File: src/rtl/clint_rtc_gen.sv
// RTC square-wave generator feeding the CLINT timebase, programmed through a small valid/ready register port.
// Optional build macro CLINT_RTC_HALT_SYNC_EN: route halt_i through a 2-flop synchronizer before use.
module clint_rtc_gen #(
    parameter int                   DIV_WIDTH   = 16,
    parameter logic [DIV_WIDTH-1:0] DEFAULT_DIV = 16'd24,
    parameter logic                 DEFAULT_EN  = 1'b1
) (
    input  logic        aclk,
    input  logic        areset,
    input  logic        cfg_valid_i,
    output logic        cfg_ready_o,
    input  logic        cfg_we_i,
    input  logic [1:0]  cfg_addr_i,
    input  logic [31:0] cfg_wdata_i,
    output logic        cfg_rvalid_o,
    output logic [31:0] cfg_rdata_o,
    input  logic        halt_i,
    output logic        rtc_o,
    output logic        running_o
);

    localparam logic [1:0] ADDR_CTRL   = 2'd0;
    localparam logic [1:0] ADDR_DIV    = 2'd1;
    localparam logic [1:0] ADDR_TICKS  = 2'd2;
    localparam logic [1:0] ADDR_STATUS = 2'd3;

    localparam logic [DIV_WIDTH-1:0] DIV_ZERO = {DIV_WIDTH{1'b0}};
    localparam logic [DIV_WIDTH-1:0] DIV_ONE  = {{(DIV_WIDTH-1){1'b0}}, 1'b1};

    typedef enum logic [1:0] {
        ST_IDLE   = 2'd0,
        ST_RUN    = 2'd1,
        ST_FROZEN = 2'd2
    } state_e;

    state_e               state_q;
    logic [DIV_WIDTH-1:0] cnt_q;
    logic [DIV_WIDTH-1:0] div_q;
    logic [31:0]          ticks_q;
    logic                 rtc_q;
    logic                 running_q;
    logic                 en_q;
    logic                 frz_q;
    logic                 halted_q;
    logic                 ready_q;
    logic                 rvalid_q;
    logic [31:0]          rdata_q;

    logic                 halt_eff_s;
    logic                 accept_s;
    logic                 wr_ctrl_s;
    logic                 wr_div_s;
    logic                 wr_ticks_s;
    logic                 wr_status_s;
    logic [DIV_WIDTH-1:0] div_wr_s;
    logic [31:0]          rdata_d;
    logic                 freeze_s;
    logic                 reload_s;
    logic                 rise_s;
    logic                 unused_wdata_s;

    assign unused_wdata_s = ^cfg_wdata_i[31:DIV_WIDTH];

`ifdef CLINT_RTC_HALT_SYNC_EN
    logic [1:0] halt_sync_q;

    // Two-stage synchronizer for the asynchronous debug halt request.
    always_ff @(posedge aclk or posedge areset) begin
        if (areset) begin
            halt_sync_q <= 2'b00;
        end else begin
            halt_sync_q <= {halt_sync_q[0], halt_i};
        end
    end

    assign halt_eff_s = halt_sync_q[1];
`else
    assign halt_eff_s = halt_i;
`endif

    // Request decode and read-data selection; reads see register values from before this cycle's edge.
    always_comb begin
        accept_s    = cfg_valid_i & ready_q;
        wr_ctrl_s   = 1'b0;
        wr_div_s    = 1'b0;
        wr_ticks_s  = 1'b0;
        wr_status_s = 1'b0;
        rdata_d     = 32'd0;
        div_wr_s    = cfg_wdata_i[DIV_WIDTH-1:0];
        if (div_wr_s == DIV_ZERO) begin
            div_wr_s = DIV_ONE;
        end else begin
            div_wr_s = cfg_wdata_i[DIV_WIDTH-1:0];
        end
        if (accept_s && cfg_we_i) begin
            case (cfg_addr_i)
                ADDR_CTRL:   wr_ctrl_s   = 1'b1;
                ADDR_DIV:    wr_div_s    = 1'b1;
                ADDR_TICKS:  wr_ticks_s  = 1'b1;
                ADDR_STATUS: wr_status_s = 1'b1;
                default:     wr_status_s = 1'b0;
            endcase
        end else if (accept_s) begin
            case (cfg_addr_i)
                ADDR_CTRL:   rdata_d = {30'd0, frz_q, en_q};
                ADDR_DIV:    rdata_d = {{(32-DIV_WIDTH){1'b0}}, div_q};
                ADDR_TICKS:  rdata_d = ticks_q;
                ADDR_STATUS: rdata_d = {30'd0, halted_q, running_q};
                default:     rdata_d = 32'd0;
            endcase
        end else begin
            rdata_d = 32'd0;
        end
    end

    // Config registers and the one-cycle response slot that also blocks back-to-back accepts.
    always_ff @(posedge aclk or posedge areset) begin
        if (areset) begin
            en_q     <= DEFAULT_EN;
            frz_q    <= 1'b1;
            div_q    <= DEFAULT_DIV;
            halted_q <= 1'b0;
            ready_q  <= 1'b1;
            rvalid_q <= 1'b0;
            rdata_q  <= 32'd0;
        end else begin
            ready_q  <= ~accept_s;
            rvalid_q <= accept_s;
            rdata_q  <= rdata_d;
            if (wr_ctrl_s) begin
                en_q  <= cfg_wdata_i[0];
                frz_q <= cfg_wdata_i[1];
            end
            if (wr_div_s) begin
                div_q <= div_wr_s;
            end
            // A halt in the same cycle as the clear keeps the sticky bit set.
            if (halt_eff_s) begin
                halted_q <= 1'b1;
            end else if (wr_status_s && cfg_wdata_i[1]) begin
                halted_q <= 1'b0;
            end
        end
    end

    // Toggle and rising-edge qualification for the running half-period counter.
    always_comb begin
        freeze_s = halt_eff_s & frz_q;
        reload_s = (cnt_q == DIV_ZERO);
        if ((state_q == ST_RUN) && en_q && !freeze_s && reload_s && !rtc_q) begin
            rise_s = 1'b1;
        end else begin
            rise_s = 1'b0;
        end
    end

    // Generator FSM: divider countdown, rtc level, run indication and tick count.
    always_ff @(posedge aclk or posedge areset) begin
        if (areset) begin
            state_q   <= ST_IDLE;
            cnt_q     <= DIV_ZERO;
            rtc_q     <= 1'b0;
            running_q <= 1'b0;
            ticks_q   <= 32'd0;
        end else begin
            case (state_q)
                ST_IDLE: begin
                    if (en_q) begin
                        state_q   <= ST_RUN;
                        cnt_q     <= div_q;
                        running_q <= 1'b1;
                    end else begin
                        cnt_q     <= DIV_ZERO;
                        running_q <= 1'b0;
                    end
                end
                ST_RUN: begin
                    if (!en_q) begin
                        state_q   <= ST_IDLE;
                        cnt_q     <= DIV_ZERO;
                        running_q <= 1'b0;
                    end else if (freeze_s) begin
                        state_q   <= ST_FROZEN;
                        running_q <= 1'b0;
                    end else if (reload_s) begin
                        rtc_q     <= ~rtc_q;
                        cnt_q     <= div_q;
                        running_q <= 1'b1;
                    end else begin
                        cnt_q     <= cnt_q - DIV_ONE;
                        running_q <= 1'b1;
                    end
                end
                ST_FROZEN: begin
                    if (!en_q) begin
                        state_q   <= ST_IDLE;
                        cnt_q     <= DIV_ZERO;
                        running_q <= 1'b0;
                    end else if (!halt_eff_s) begin
                        state_q   <= ST_RUN;
                        running_q <= 1'b1;
                    end else begin
                        running_q <= 1'b0;
                    end
                end
                default: begin
                    state_q   <= ST_IDLE;
                    cnt_q     <= DIV_ZERO;
                    running_q <= 1'b0;
                end
            endcase
            // Software clear outranks a coincident rising edge.
            if (wr_ticks_s) begin
                ticks_q <= 32'd0;
            end else if (rise_s) begin
                ticks_q <= ticks_q + 32'd1;
            end
        end
    end

    assign cfg_ready_o  = ready_q;
    assign cfg_rvalid_o = rvalid_q;
    assign cfg_rdata_o  = rdata_q;
    assign rtc_o        = rtc_q;
    assign running_o    = running_q;

    clint_rtc_gen_chk u_chk (
        .clk_i        (aclk),
        .rst_i        (areset),
        .cfg_ready_i  (ready_q),
        .cfg_rvalid_i (rvalid_q),
        .rtc_i        (rtc_q),
        .running_i    (running_q)
    );

endmodule

// Protocol and output-stability properties for clint_rtc_gen.
module clint_rtc_gen_chk (
    input logic clk_i,
    input logic rst_i,
    input logic cfg_ready_i,
    input logic cfg_rvalid_i,
    input logic rtc_i,
    input logic running_i
);

    a_resp_blocks_accept: assert property (@(posedge clk_i) disable iff (rst_i)
        cfg_rvalid_i |-> !cfg_ready_i);

    // The RTC level can only move on a cycle that started in RUN.
    a_rtc_static_when_stopped: assert property (@(posedge clk_i) disable iff (rst_i)
        !running_i |=> $stable(rtc_i));

endmodule
File: config.mk
export PLATFORM = sky130hd
export DESIGN_NAME = clint_rtc_gen
export DESIGN_NICKNAME = d
export VERILOG_FILES = /design/src/rtl/clint_rtc_gen.sv
export SDC_FILE = /design/constraint.sdc
export NUM_CORES = 1
export LEC_CHECK = 0
export BUFFER_PORTS_ARGS = -buffer_cell sky130_fd_sc_hd__buf_2
export CORE_UTILIZATION = 25
export CTS_BUF_LIST = sky130_fd_sc_hd__clkbuf_16
export CTS_CLUSTER_DIAMETER = 200
export DETAILED_ROUTE_END_ITERATION = 7
export PLACE_DENSITY = 0.44
export RECOVER_POWER = 25
export SYNTH_ARGS = -nofsm -noshare
export SYNTH_HDL_FRONTEND = slang
export SYNTH_SLANG_ARGS = --single-unit
File: constraint.sdc
create_clock -name aclk -period 3.8 [get_ports aclk]
set_clock_uncertainty 0.15 [all_clocks]
set_input_delay 0.38 -clock aclk [delete_from_list [all_inputs] [get_ports aclk]]
set_output_delay 0.38 -clock aclk [all_outputs]
set_load 0.03 [all_outputs]
==> impl_metrics.ini <==
[logic_synthesis]
synthMuxAreaShare_pct = 4.817
yosys.area_share.xor_xnor_pct = 4.103
synth_warnings = 0
synthCells = 460
synth_top_cell_by_area = dfrtp_1
ys_types = 46
synth-seq-area-share_pct = 53.64
ys_async_sr_fraction_pct = 100.0
syn_avg_cell_area_sq_um = 10.67
synth_edf_count = 0
syn_nets = 506
synth_most_common_cell = dfrtp_1
synth-main-ff-cell = dfrtp_1
synth_top_family_by_area = simple AND/OR/NAND/NOR gates
syn-cell-area_sq_um = 4910
yosys-top-cells-area = dfrtp_1, mux2_2, xor2_1
synth_compound_area_share_pct = 11.16
synth_top_area_share_pct = 50.97
ys_seq_elements = 105
synth_common_cells = dfrtp_1, nor2_1, o21ai_0
synthAdderAreaFrac_pct = 1.784
yosys.area_share.simple_pct = 21.89

[worst_hold_path]
hp-class = in2reg

[grt]
antenna_found_initial = 0
first_global_vias = 3824
track_usage_pct = 13.28
grt_pass1_wl_mm = 20.41
grt_max_degree = 64
grt_overflow_total = 0

[floorplanning]
boundaryPins = 75
die_height_microns = 142.1
fp.dieW_microns = 142.1
start_util_pct = 25.90
std_cell_rows = 50
core-area_sq_um = 18960
die_area_sq_um = 20200

[worst_setup_path]
crit_path_start_kind = flip-flop
critPathRequiredTime_ps = 3930
path_delay_family = simple AND/OR/NAND/NOR gates
crit_path_end_kind = flip-flop
critPathMaxStageDelay_ps = 620
crit_type = reg2reg
crit_arrival_ps = 2940
path_buf_inv = 1
slowest_stage = and4_1
cp_cell_sequence = inv_1, ha_1, nor3b_1, and4_1, nand4_2, or3_1, a21oi_1
crit_fanout = 13

[clocking]
post_cts_buffers = 0
cts_buffers = 9
root_buffer = clkbuf_16
clock-sinks = 105
htreeDepth = 3
clk_latency_ps = 360
hold_buffers = 0
clockBufferDepth = 2
post_cts_resized = 0
cts_tree = built
path_clk_slew_ps = 70

[outcome]
violations = max-capacitance violations, max-slew violations
outcome = finished, violations left

[placed_design]
gp_congestion = 0.8116
dp_hpwl_mm = 8.862
place_area_sq_um = 5497
port-buffer-count = 58

[run]
maxCapViolations = 1

[sta]
clock.fmax_mhz = 356.9
drv_slew = 64
worst_pin_slew_ps = 2491
setup_viol = 0
period_needed_ps = 2802
rsz0062_at_grt = no
fin_tns_setup_ps = 0
relSlewSlack_pct = -66.25
hold_viol = 0
post-route-period-util_pct = 73.74

[drt]
drt-wirelength-per-cell_microns = 16.06
vias_per_cell = 4.772
dr.pass1.iters = 4
drt_iter0_drc = 235
wirelength_mm = 12.53
vias = 3722
drt_drc_violations_left = 0
ant_nets = 0

[power_and_ir_drop]
leakage_uw = 0.002585
p_per_area_nw_per_um2 = 606.8
ir_drop_v = 0.0002546

[finish]
finalNetCount = 563
postLayoutCellArea_sq_um = 5778
syn_to_final_growth_pct = 17.69
drive_gt1_share_pct = 21.54
antenna_cells = 0
[path summary, 6_finish.rpt]
path / slack (ps) / start / end / cells after the start
worst min register to register: 320 / cfg_ready_o$_DFF_PP1_ / cfg_ready_o$_DFF_PP1_ / 1
min in group asynchronous: 740 / areset / rtc_o$_DFFE_PP0P_ / 2
worst min-delay path: 20 / cfg_valid_i / cfg_ready_o$_DFF_PP1_ / 2
max in group asynchronous: 1330 / areset / ticks_q[13]$_DFFE_PP0P_ / 2
worst max register to register: 1000 / cnt_q[0]$_DFFE_PP0P_ / ticks_q[29]$_DFFE_PP0P_ / 7
worst max-delay path: 1000 / cnt_q[0]$_DFFE_PP0P_ / ticks_q[29]$_DFFE_PP0P_ / 7
[layout by cell type, fill, tap and decap left out, types with 10 or more instances in the layout]
cell type  instances
nor2_1            41
nand3_1           19
or3_1             16
a22oi_1           18
a21oi_1           22
mux2_2            17
nand2_1           23
o21ai_0           27
xor2_1            21
nand4_1           16
dfrtp_1          100
and2_1            17
buf_2             58
nor4_1            10
[logic make-up after synthesis]
logic type / count (synthesis)
AOI/OAI and AO/OA: 87
xor gates and xnor gates: 23
adders and majority gates: 7
buffers and inverters: 29
DFF: 105
muxes: 19
and+or+nand+nor: 190
[per-layer routing]
| metal | routed length [microns] | vias up | track usage (%) |
|---|---|---|---|
| met5 | 0 | - | 0 |
| met3 | 416 | 19 | 2.860 |
| met1 | 5771 | 1867 | 16.79 |
| met4 | 230 | 0 | 5.376 |
| li1 | - | 1782 | - |
| met2 | 6112 | 54 | 21.98 |
[through the flow]
step | std cells | hold WS [ps] | worst slack, ps | total power [uW] | utilization (%)
after CTS | 780 | 3.104 | 989.2 | 3540 | 30.50
after global routing | 780 | 33.42 | 795.3 | 3727 | 30.48
after floorplan | 460 | 289.7 | 517.7 | 2285 | -
final | 780 | 15.01 | 998.0 | 3506 | 30.48
after detailed placement | 766 | 308.3 | 1017 | 2591 | 29.00
after global placement | 766 | 301.7 | 1077 | 2573 | 29.00
[report_power, final]
part	switching, uW	leakage (uW)	internal [uW]	total, uW
registers	219	0.00140	1290	1510
logic	643	0.00105	423	1070
clock network	430	0.000133	504	934
[final cells by class]
type                       count  area [sq um]
clock buffer                   9         225.2
clock inverter                 5         58.81
fill                        1966         13180
inverter                       9         33.78
multi-input combinational    326          2151
sequential                   105          2634
tap                          260         325.3
timing repair buffer          66         350.3
[state kept, by name, summed over array words and instances, names as in the netlist]
| name | cells |
|---|---|
| cfg_rdata_o | 32 |
| ticks_q | 32 |
| cnt_q | 16 |
| div_q | 16 |
| state_q | 2 |
| cfg_ready_o | 1 |
| cfg_rvalid_o | 1 |
| en_q | 1 |
| frz_q | 1 |
| halted_q | 1 |
| rtc_o | 1 |
| running_o | 1 |
No activity file was read; power rests on OpenSTA's default activity.
